`config.mk`:
```
export PLATFORM = sky130hd
export DESIGN_NAME = mem_access_unit
export DESIGN_NICKNAME = d
export VERILOG_FILES = /design/src/rtl/mem_access_pkg.sv /design/src/rtl/mem_lane_align.sv /design/src/rtl/mem_access_unit.sv
export SDC_FILE = /design/constraint.sdc
export NUM_CORES = 1
export LEC_CHECK = 0
export ABC_AREA = 1
export CAP_MARGIN = 30
export CORE_MARGIN = 2
export CORE_UTILIZATION = 47
export CTS_CLUSTER_SIZE = 40
export DETAILED_ROUTE_END_ITERATION = 6
export GPL_TIMING_DRIVEN = 0
export PLACE_DENSITY = 0.88
export SLEW_MARGIN = 20
export SYNTH_ARGS = -nofsm -noshare
export SYNTH_HDL_FRONTEND = slang
export SYNTH_SLANG_ARGS = --single-unit
export TNS_END_PERCENT = 1
```
`constraint.sdc`:
```
create_clock -name clk -period 2.2 [get_ports clk]
set_input_delay 0.33 -clock clk [delete_from_list [all_inputs] [get_ports clk]]
set_output_delay 0.33 -clock clk [all_outputs]
set_load 0.1 [all_outputs]
```
`src/rtl/mem_access_pkg.sv`:
```
// Shared types and constants for the data-memory access unit and its lane aligner.
package mem_access_pkg;

  typedef enum logic [1:0] {
    SZ_B   = 2'b00,
    SZ_H   = 2'b01,
    SZ_W   = 2'b10,
    SZ_RSV = 2'b11
  } size_e;

  typedef enum logic [1:0] {
    StIdle,
    StRd,
    StWr,
    StResp
  } state_e;

  localparam logic [31:0] DATA_BASE = 32'h0001_0000;
  localparam logic [31:0] DATA_TOP  = 32'h0001_FFFF;

  // Reserved size counts as misaligned so it takes the same error path.
  function automatic logic misaligned(size_e size, logic [1:0] off);
    logic bad;
    case (size)
      SZ_B:    bad = 1'b0;
      SZ_H:    bad = off[0];
      SZ_W:    bad = (off != 2'b00);
      default: bad = 1'b1;
    endcase
    return bad;
  endfunction

  function automatic logic [2:0] size_bytes(size_e size);
    logic [2:0] n;
    case (size)
      SZ_B:    n = 3'd1;
      SZ_H:    n = 3'd2;
      default: n = 3'd4;
    endcase
    return n;
  endfunction

endpackage

```
`src/rtl/mem_lane_align.sv`:
```
// Combinational byte-lane aligner: extracts and extends a load lane from a RAM word and
// merges a right-justified store lane back into a word. Little-endian lane numbering.
module mem_lane_align
  import mem_access_pkg::*;
#(
  parameter int unsigned DATA_WIDTH = 32,
  parameter int unsigned BYTE_WIDTH = 8
) (
  input  logic [$clog2(DATA_WIDTH/BYTE_WIDTH)-1:0] offset,
  input  size_e                                    size,
  input  logic                                     is_unsigned,
  input  logic [DATA_WIDTH-1:0]                    word,
  input  logic [DATA_WIDTH-1:0]                    wdata,
  output logic [DATA_WIDTH-1:0]                    load_data,
  output logic [DATA_WIDTH-1:0]                    store_word
);

  localparam int unsigned BitW  = $clog2(DATA_WIDTH);
  localparam int unsigned HalfW = 2 * BYTE_WIDTH;

  logic [BitW-1:0]       shamt;
  logic [DATA_WIDTH-1:0] shifted;
  logic [DATA_WIDTH-1:0] lane_mask;

  assign shamt = BitW'(offset) << $clog2(BYTE_WIDTH);

  always_comb begin
    shifted   = word >> shamt;
    lane_mask = '0;
    load_data = shifted;
    unique case (size)
      SZ_B: begin
        lane_mask[BYTE_WIDTH-1:0] = '1;
        load_data = {{(DATA_WIDTH-BYTE_WIDTH){~is_unsigned & shifted[BYTE_WIDTH-1]}},
                     shifted[BYTE_WIDTH-1:0]};
      end
      SZ_H: begin
        lane_mask[HalfW-1:0] = '1;
        load_data = {{(DATA_WIDTH-HalfW){~is_unsigned & shifted[HalfW-1]}},
                     shifted[HalfW-1:0]};
      end
      SZ_W:    lane_mask = '1;
      default: lane_mask = '0;
    endcase
    // A full-word mask discards the old word, so word stores need no prior read.
    store_word = (word & ~(lane_mask << shamt)) | ((wdata & lane_mask) << shamt);
  end

endmodule

```
`src/rtl/mem_access_unit.sv`:
```
// Load/store initiator for the word-wide data RAM: aligns addresses, extends loads and
// does read-modify-write for sub-word stores. Optional address window check under
// the MEM_RANGE_CHECK_EN macro.
module mem_access_unit
  import mem_access_pkg::*;
#(
  parameter int unsigned DATA_WIDTH = 32,
  parameter int unsigned BYTE_WIDTH = 8
) (
  input  logic                  clk,
  input  logic                  rst_n,
  input  logic                  req_valid,
  output logic                  req_ready,
  input  logic                  req_we,
  input  logic [DATA_WIDTH-1:0] req_addr,
  input  logic [1:0]            req_size,
  input  logic                  req_unsigned,
  input  logic [DATA_WIDTH-1:0] req_wdata,
  output logic                  resp_valid,
  input  logic                  resp_ready,
  output logic [DATA_WIDTH-1:0] resp_rdata,
  output logic                  resp_err,
  output logic [DATA_WIDTH-1:0] mem_r_addr,
  input  logic [DATA_WIDTH-1:0] mem_rd,
  output logic [DATA_WIDTH-1:0] mem_w_addr,
  output logic [DATA_WIDTH-1:0] mem_wd,
  output logic                  mem_we
);

  localparam int unsigned OffW = $clog2(DATA_WIDTH/BYTE_WIDTH);

  state_e                state_q;
  logic                  we_q;
  logic                  uns_q;
  size_e                 size_q;
  logic [DATA_WIDTH-1:0] addr_q;
  logic [DATA_WIDTH-1:0] wdata_q;
  logic [DATA_WIDTH-1:0] word_q;
  logic [DATA_WIDTH-1:0] rdata_q;
  logic                  err_q;

  size_e                 req_size_e;
  logic                  req_err;
  logic [DATA_WIDTH-1:0] aligned_addr;
  logic [DATA_WIDTH-1:0] align_word;
  logic [DATA_WIDTH-1:0] load_data;
  logic [DATA_WIDTH-1:0] store_word;

  assign req_size_e = size_e'(req_size);

`ifdef MEM_RANGE_CHECK_EN
  localparam int unsigned AddrW1 = DATA_WIDTH + 1;

  logic [DATA_WIDTH:0] last_byte;
  logic                out_of_range;

  // One extra bit so a request wrapping past the top of the address space is caught.
  assign last_byte    = {1'b0, req_addr} + AddrW1'(size_bytes(req_size_e) - 3'd1);
  assign out_of_range = (req_addr < DATA_WIDTH'(DATA_BASE)) ||
                        (last_byte > {1'b0, DATA_WIDTH'(DATA_TOP)});
  assign req_err      = misaligned(req_size_e, req_addr[1:0]) | out_of_range;
`else
  assign req_err      = misaligned(req_size_e, req_addr[1:0]);
`endif

  assign aligned_addr = {addr_q[DATA_WIDTH-1:OffW], {OffW{1'b0}}};
  // In RD the lane is taken straight from the RAM; in WR the captured word is merged.
  assign align_word   = (state_q == StRd) ? mem_rd : word_q;

  mem_lane_align #(
    .DATA_WIDTH (DATA_WIDTH),
    .BYTE_WIDTH (BYTE_WIDTH)
  ) u_lane_align (
    .offset      (addr_q[OffW-1:0]),
    .size        (size_q),
    .is_unsigned (uns_q),
    .word        (align_word),
    .wdata       (wdata_q),
    .load_data   (load_data),
    .store_word  (store_word)
  );

  always_ff @(posedge clk or negedge rst_n) begin
    if (!rst_n) begin
      state_q <= StIdle;
      we_q    <= 1'b0;
      uns_q   <= 1'b0;
      size_q  <= SZ_B;
      addr_q  <= '0;
      wdata_q <= '0;
      word_q  <= '0;
      rdata_q <= '0;
      err_q   <= 1'b0;
    end else begin
      unique case (state_q)
        StIdle: begin
          if (req_valid) begin
            we_q    <= req_we;
            uns_q   <= req_unsigned;
            size_q  <= req_size_e;
            addr_q  <= req_addr;
            wdata_q <= req_wdata;
            err_q   <= req_err;
            rdata_q <= '0;
            if (req_err) begin
              state_q <= StResp;
            end else if (req_we && (req_size_e == SZ_W)) begin
              state_q <= StWr;
            end else begin
              state_q <= StRd;
            end
          end
        end
        StRd: begin
          word_q <= mem_rd;
          if (we_q) begin
            state_q <= StWr;
          end else begin
            rdata_q <= load_data;
            state_q <= StResp;
          end
        end
        StWr: begin
          state_q <= StResp;
        end
        StResp: begin
          if (resp_ready) begin
            rdata_q <= '0;
            err_q   <= 1'b0;
            state_q <= StIdle;
          end
        end
        default: state_q <= StIdle;
      endcase
    end
  end

  // Handshake and RAM strobes decode the state register so reset kills them at once.
  assign req_ready  = (state_q == StIdle);
  assign resp_valid = (state_q == StResp);
  assign resp_rdata = rdata_q;
  assign resp_err   = err_q;
  assign mem_we     = (state_q == StWr);
  assign mem_wd     = mem_we ? store_word : '0;
  assign mem_r_addr = (state_q != StIdle) ? aligned_addr : '0;
  assign mem_w_addr = (state_q != StIdle) ? aligned_addr : '0;

endmodule

```
==> impl_metrics.ini, run 1 <==
[worst_hold_path]
hp-class = primary input to register
hold_start = req_wdata[31]

[routing]
drc_errors = 0
drtIter0Drc = 1010
routed_wl_um = 32500
final_antenna_net_count = 0
firstDrtPassIters = 6
viasPerCell = 5.66
wl_per_cell_um = 21.4
vias = 8603

[placement]
gp_congestion = 0.976
port_buffers = 231
dp_cells = 1470
dp_hpwl_um = 20400

[floorplan]
design.core.area_um2 = 15700
fp.dieH_um = 130
initial_core_util_pct = 47.6
row_count = 46
io_pins = 236
dieArea_um2 = 16900
die_w_um = 130

[clocking]
cts.clk_slew.worst_paths_ns = 0.06
cts_buffers = 17
cts_root_buf = clkbuf_16
cts_buffer_depth = 2
clock-sinks = 135
cts_tree = built
clk_latency_ns = 0.44
htree_levels = 4

[synth]
ys.flop_type = dfrtp_1
synth.avg_cell_area_um2 = 7.34
synth.distinct_cells = 38
ys_seq_elements = 135
synth_seq_area_share_pct = 45.2
syn-cell-area_um2 = 7480
async_reset_ff_share_pct = 100
synth_warnings = 0
synthCells = 1019
synth_edf_count = 0

[global_routing]
grt_pass1_wl_um = 48300
grt_antenna_before_repair = 1
grtUsageTotal_pct = 38.4
grt_pass1_vias = 8594
grt-ovfl-total = 0
grt_max_degree = 72

[worst_setup_path]
path_cells = buf_4 -> inv_6 -> buf_6 -> buf_4 -> nand3_1 -> o21ai_1 -> nand2_1 -> a31oi_4 -> buf_12
required_ns = 1.87
rr_endpoint = wdata_q[22]
max_stage_delay_ns = 0.36
crit_top_cell = buf_4
cp_data_arrival_time_ns = 2.30
worstReg2RegStart = state_q[0]
reg2reg_slack_ns = 0.05
cp_slowest_cell = dfrtp_1
crit_type = register to primary output
ff2ff_path_depth = 8
crit_path_start = addr_q[0]
cp-endpoint = mem_wd[27]
crit_path_start_kind = register
worst-path-max-fanout = 10
cp-end-kind = primary output

[timing]
setup_tns_ns = -11.57
post-route-period-util_pct = 120
slew_headroom_pct = 33.6
fin_ws_ns = -0.432
fin_crit_ns = 2.63
rsz0062_at_grt = true
fmax_mhz = 380
hold_viol_final = 0
slew_violations = 0
clock_skew_ns = 0.0122
holdWs_ns = 0.435
tightest_slew_ns = 1.00
setup_violations = 61

[cells_and_area]
layout_commonest_cell = nand2_1
final_cell_mix = nand2_1 (373), dfrtp_1 (133), clkdlybuf4s50_1 (102)
layout-drive-gt1-share_pct = 30.4
syn_to_final_growth_pct = 74.6
fillCellCount = 887
finalNonFillerCells = 1519
fin_nets = 1401

[status]
status = complete, but fails checks
violations = setup timing

[run]
maxCapViolations = 0
what timing repair did:
| item | 4_1_cts | 5_1_grt |
|---|---|---|
| hold buffers | 1 | 0 |
| hold endpoints to repair | 64 | 0 |
| buffers inserted | 14 | 0 |
| setup endpoints to repair | 128 | 107 |
| cloned | 2 | 0 |
| pin swaps | 21 | 16 |
| gates resized for setup | 809 | 49 |
logic make-up after synthesis:
logic type	share of synthesized area (%)
adder cells (fa/ha/maj)	1.34
other	0.0502
flip-flops	45.2
AND/OR/NAND/NOR	31.3
buffers and inverters	11.3
AO/OA/AOI/OAI	10.8
per-layer routing:
metal	global-route usage, %	routed length [um]
met1	46.4	11600
met2	63.0	15600
met3	9.35	3110
met4	22.0	2220
met5	0	0
worst max-delay path, delay by kind of cell (launching register included):
kind | cells | cell delay, ns
buffers and inverters | 5 | 0.84
AOI/OAI and AO/OA | 2 | 0.41
DFF | 1 | 0.36
and+or+nand+nor | 2 | 0.25
cells in the mapped netlist (all sizes together) (8+ instances only):
cell type | instances | area share (%)
ha | 8 | 1.3
nor2 | 48 | 2.6
a31oi | 11 | 0.92
o21ai | 74 | 5.3
dfrtp | 135 | 45
nand3 | 80 | 5.7
clkbuf | 23 | 1.2
o22ai | 13 | 1.2
a21oi | 36 | 2.4
nand2 | 432 | 22
buf | 70 | 6.5
inv | 68 | 3.5
flip-flops by register name, summed over array words and instances (netlist names):
signal      flops
we_q            1
wdata_q        32
word_q         32
addr_q         32
resp_rdata     32
uns_q           1
state_q         2
size_q          2
resp_err        1
layout make-up:
| type | instances | area [um^2] | area share (%) |
|---|---|---|---|
| tap | 216 | 270 | 2.07 |
| clock inverter | 13 | 155 | 1.19 |
| timing repair buffer | 249 | 3180 | 24.4 |
| buffer | 92 | 1110 | 8.51 |
| multi-input combinational | 725 | 4230 | 32.4 |
| sequential | 135 | 3380 | 25.9 |
| clock buffer | 19 | 443 | 3.39 |
| antenna | 1 | 2.50 | 0.0192 |
| inverter | 69 | 280 | 2.15 |
stage by stage:
step / utilization [%] / worst slack (ns) / cell area [um^2]
6_report: 83.1 / -0.432 / 13100
5_1_grt: 83.1 / -0.446 / 13100
4_1_cts: 82.1 / -0.343 / 12900
3_5_place_dp: 71.3 / -1.15 / 11200
3_3_place_gp: 71.1 / -4.38 / 11200
2_1_floorplan: - / -0.0888 / 8600
worst min path at each step:
| stage | endpoint | slack (ns) | depth (start not counted) |
|---|---|---|---|
| 2_1_floorplan | addr_q[0] | 0.03 | 0 |
| 3_3_place_gp | resp_rdata[29] | 0.47 | 2 |
| 3_5_place_dp | resp_rdata[3] | 0.30 | 1 |
| 4_1_cts | wdata_q[31] | 0.43 | 3 |
| 5_1_grt | wdata_q[31] | 0.45 | 3 |
| 6_report | wdata_q[31] | 0.43 | 3 |
Power of run 1 is left out: the tool's default activity adds up to more than one toggle a clock period on the data nets, which glitch-free logic cannot reach.
==> run 2: changes to the inputs <==
- CORE_UTILIZATION: 47 -> 51
- PLACE_DENSITY: 0.88 -> 0.94
- clock period: 2.2 -> 3.4 ns (I/O delays scaled with it)
==> run 2 against run 1 <==
The run ends with hold timing left. Register-to-register slack gained 1.2 ns. Worst hold slack lost 0.44 ns. Sequential share of layout area grew 6.2 points. Non-clock buffer count shrank 16. Clock-buffer cell count grew 2. Critical path type unchanged. Largest cell class is now sequential cells. Highest routed layer unchanged.
==> impl_metrics.ini, run 2 (synthesis results as in run 1) <==
[clocking]
htree_levels = 4
cts_buffer_depth = 2
cts_buffers = 17
cts_tree = built
clock-sinks = 135
cts_setup_buffers = 0
clk_latency_ns = 0.44
cts.clk_slew.worst_paths_ns = 0.06
cts_root_buf = clkbuf_16
holdBufCountCts = 0

[global_routing]
grt_antenna_before_repair = 0
grt_max_degree = 77
grt_pass1_wl_um = 41700
grt-ovfl-total = 0
grt_pass1_vias = 8099
grtUsageTotal_pct = 34.0

[routing]
final_antenna_net_count = 0
drtIter0Drc = 636
vias = 8065
firstDrtPassIters = 7
viasPerCell = 5.49
wl_per_cell_um = 18.0
routed_wl_um = 26400
drc_errors = 0

[cells_and_area]
n_antenna_cell = 0
stdcell_area_um2 = 10500
finalNonFillerCells = 1468
fillCellCount = 1135
layout_commonest_cell = nand2_1
fin_nets = 1385
final_cell_mix = nand2_1 (415), clkdlybuf4s50_1 (138), dfrtp_1 (134)
syn_to_final_growth_pct = 40.6
layout-drive-gt1-share_pct = 15.7

[timing]
holdWs_ns = -0.00738
slew_headroom_pct = 32.3
tightest_slew_ns = 1.01
clock_skew_ns = 0.00785
fmax_mhz = 297
fin_crit_ns = 3.37
setup_violations = 0
post-route-period-util_pct = 99.0
rsz0062_at_grt = false
slew_violations = 0
fin_ws_ns = 0.0324
hold_viol_final = 5

[status]
status = complete, but fails checks
violations = hold timing

[worst_setup_path]
worstReg2RegStart = state_q[0]
crit_path_start = size_q[0]
worst-path-max-fanout = 10
path_cells = inv_1 -> ha_1 -> clkbuf_2 -> nand2_1 -> nand3_1 -> o21ai_2 -> nand2_1 -> a31oi_1 -> buf_2
max_stage_delay_ns = 0.51
crit_family = buffers and inverters
cp_data_arrival_time_ns = 2.86
cp-end-kind = primary output
required_ns = 2.89
path_buf_inv = 3
crit_path_start_kind = register
cp_slowest_cell = buf_2
crit_top_cell = nand2_1
crit_type = register to primary output

[placement]
dp_hpwl_um = 19900
port_buffers = 231
dp_cells = 1439
placed_cell_area_um2 = 10100
gp_congestion = 0.995
pre_cts_slack_ns = -0.456

[run]
maxCapViolations = 0

[floorplan]
die_w_um = 125
fp.dieH_um = 125
row_count = 44
design.core.area_um2 = 14400
io_pins = 236
initial_core_util_pct = 51.8
dieArea_um2 = 15600

[worst_hold_path]
hp-class = primary input to asynchronous set/reset pin
[run 2: path summary, 6_finish.rpt]
| kind | endpoint | slack (ns) | cells past startpoint |
|---|---|---|---|
| setup / recovery | mem_wd[19] | 0.03 | 9 |
| hold / removal | word_q[21] | -0.007 | 1 |
| setup reg to reg | wdata_q[6] | 1.26 | 8 |
| hold reg to reg | resp_rdata[17] | 0.48 | 2 |
| max in group asynchronous | wdata_q[8] | 2.70 | 2 |
| min in group clk | resp_rdata[17] | 0.48 | 2 |
[run 2: routing by layer]
metal | track usage (%) | part of all wire (%) | vias to the layer above
met2 | 59.5 | 50 | 490
met3 | 7.10 | 7.9 | 122
li1 | - | - | 3697
met5 | 0 | 0 | -
met4 | 18.4 | 5.6 | 0
met1 | 39.0 | 37 | 3756
[run 2: area by class of cell]
cell class	instances	area (um^2)	share of cell area, %
plain buffers	93	576	5.47
flip-flops and latches	135	3380	32.1
repair buffers	232	2230	21.2
clock inverters	9	103	0.976
multi-input cells	725	3270	31.1
inverters	69	269	2.56
clock buffers	21	460	4.38
well taps	184	230	2.19
[run 2: per-stage QoR]
stage	TNS [ns]	hold slack, ns	util [%]
floorplan	-23.01	0.214	-
global placement	-442.32	0.462	69.5
detailed placement	-4.76	0.464	70.0
CTS	0	0.0196	73.2
global route	0	0.0324	72.9
finish	0	-0.00738	72.9
[run 2: worst reg2reg max path: stages, from the launching register on]
cell and delay (ns):
dfrtp_1 0.40, inv_1 0.12, ha_1 0.19, buf_2 0.21
nand2_1 0.20, inv_2 0.19, clkbuf_1 0.47, nand2_1 0.14
o21ai_0 0.13
[run 2: what timing repair did]
item,4_1_cts,5_1_grt
setup endpoints to repair,92,14
resized for setup,184,14
pin swaps,0,0
Power of run 2 is left out for the same reason.
==> run 3: changes to the inputs <==
- CAP_MARGIN: 30 -> default
- CORE_UTILIZATION: 51 -> 47
- PLACE_DENSITY: 0.94 -> 0.88
- clock period: 3.4 -> 3.82 ns (I/O delays scaled with it)
==> run 3 against run 2 <==
The flow finishes with violations (setup timing). Die area up 8.2%. Flip-flop and latch count did not move. Cell area up 0.66%. Cell count grew 2.2%. Clock-buffer cell count up 1. Critical path depth is the same. Register-to-register slack better by 0.50 ns. Sequential share of layout area decreased by 0.22 points. Largest cell class unchanged. Global-route usage is 2.8 points lower. Non-clock buffer count is the same. Worst hold slack better by 0.070 ns. Via count fell by 3.2%.
==> impl_metrics.ini, run 3 (synthesis results as in run 1) <==
[global_routing]
grt-ovfl-total = 0
busiest_layer = met2
grt_antenna_before_repair = 0
grt_max_degree = 80
grtUsageTotal_pct = 31.2
grt_pass1_vias = 7761
met1_usage_pct = 37.1
grt_use_met2_pct = 53.5
grtUsageMet3_pct = 6.44
grt_pass1_wl_um = 39800

[worst_setup_path]
required_ns = 3.25
ff2ff_path_depth = 8
crit_type = register to primary output
cp-end-kind = primary output
cp_data_arrival_time_ns = 3.29
crit_path_start_kind = register
worst-path-max-fanout = 10
reg2reg_slack_ns = 1.76

[clocking]
cts_buffer_depth = 2
cts_root_buf = clkbuf_16
cts.clk_slew.worst_paths_ns = 0.05
cts_resized = 44
clk_latency_ns = 0.43
cts_tree = built
holdBufCountCts = 0
cts_setup_buffers = 0
cts_buffers = 17
htree_levels = 4
clock-sinks = 135

[cells_and_area]
final_cell_mix = nand2_1 (415), clkdlybuf4s50_1 (197), dfrtp_1 (135)
syn_to_final_growth_pct = 41.6
stdcell_area_um2 = 10600
layout-drive-gt1-share_pct = 12.1
fin_nets = 1385
finalNonFillerCells = 1501
layout_commonest_cell = nand2_1
n_antenna_cell = 0

[timing]
tightest_slew_ns = 1.04
clock_skew_ns = 0.00897
slew_violations = 0
post-route-period-util_pct = 101
hold_viol_final = 0
fmax_mhz = 259
setup_violations = 1
fin_crit_ns = 3.86
rsz0062_at_grt = true
fin_ws_ns = -0.0447
slew_headroom_pct = 30.2

[routing]
drc_errors = 0
viasPerCell = 5.20
final_antenna_net_count = 0
vias = 7803
drtIter0Drc = 641
routed_wl_um = 25900
firstDrtPassIters = 5
wl_per_cell_um = 17.3

[status]
status = complete, but fails checks
violations = setup timing

[floorplan]
row_count = 46
design.core.area_um2 = 15700
initial_core_util_pct = 47.6
dieArea_um2 = 16900
fp.dieH_um = 130
io_pins = 236
die_w_um = 130

[placement]
dp_hpwl_um = 19900
port_buffers = 231
placed_cell_area_um2 = 10100
gp_congestion = 0.970
pre_cts_slack_ns = -0.0643
dp_cells = 1470

[worst_hold_path]
hp-class = primary input to asynchronous set/reset pin

[run]
maxCapViolations = 0
[run 3: changes by cell type in the layout (fill, tap and decap cells not counted), sizes merged]
cell and delta:
buf -39, bufinv +1, clkbuf +18, clkdlybuf4s15 -11
clkdlybuf4s18 -5, clkdlybuf4s50 +59, clkinv +1, clkinvlp -2
dlygate4sd2 -22, dlymetal6s2s +1
[run 3: path summary, 6_finish.rpt]
path | start | to
worst max-delay path | size_q[0] | mem_wd[23]
worst min-delay path | rst_n | resp_rdata[2]
worst max register to register | state_q[0] | uns_q
worst min register to register | resp_rdata[1] | resp_rdata[1]
max in group asynchronous | rst_n | wdata_q[31]
min in group clk | resp_rdata[1] | resp_rdata[1]
[run 3: area by class of cell]
| class | instances | area (um^2) |
|---|---|---|
| multi-input cells | 725 | 3270 |
| well taps | 216 | 270 |
| clock buffers | 22 | 454 |
| repair buffers | 232 | 2250 |
| inverters | 69 | 269 |
| fillers | 1345 | 5130 |
| plain buffers | 93 | 574 |
| clock inverters | 9 | 126 |
| flip-flops and latches | 135 | 3380 |
[run 3: metrics by stage]
stage               util, %  TNS (ns)  hold slack (ns)
global route           67.4    -0.347           0.0878
CTS                    67.8    -0.109           0.0745
finish                 67.4   -0.0447           0.0627
floorplan                 -     -1.52            0.277
detailed placement     64.3    -0.105            0.467
global placement       64.1   -402.96            0.463
[run 3: critical path, cell delays in order, from the launching register on]
cell             delay, ns
dfrtp_1               0.43
inv_1                 0.09
ha_1                  0.30
clkbuf_1              0.23
nand2_1               0.13
nand3_1               0.08
o21ai_1               0.31
nand2_1               0.12
a31oi_1               0.30
clkdlybuf4s15_1       0.88
[run 3: metal layers]
metal / wire length [um] / vias to the layer above
met5: 0 / -
met4: 1150 / 0
met3: 2010 / 77
met2: 12700 / 398
met1: 10100 / 3628
li1: - / 3700
Power of run 3 is left out for the same reason.
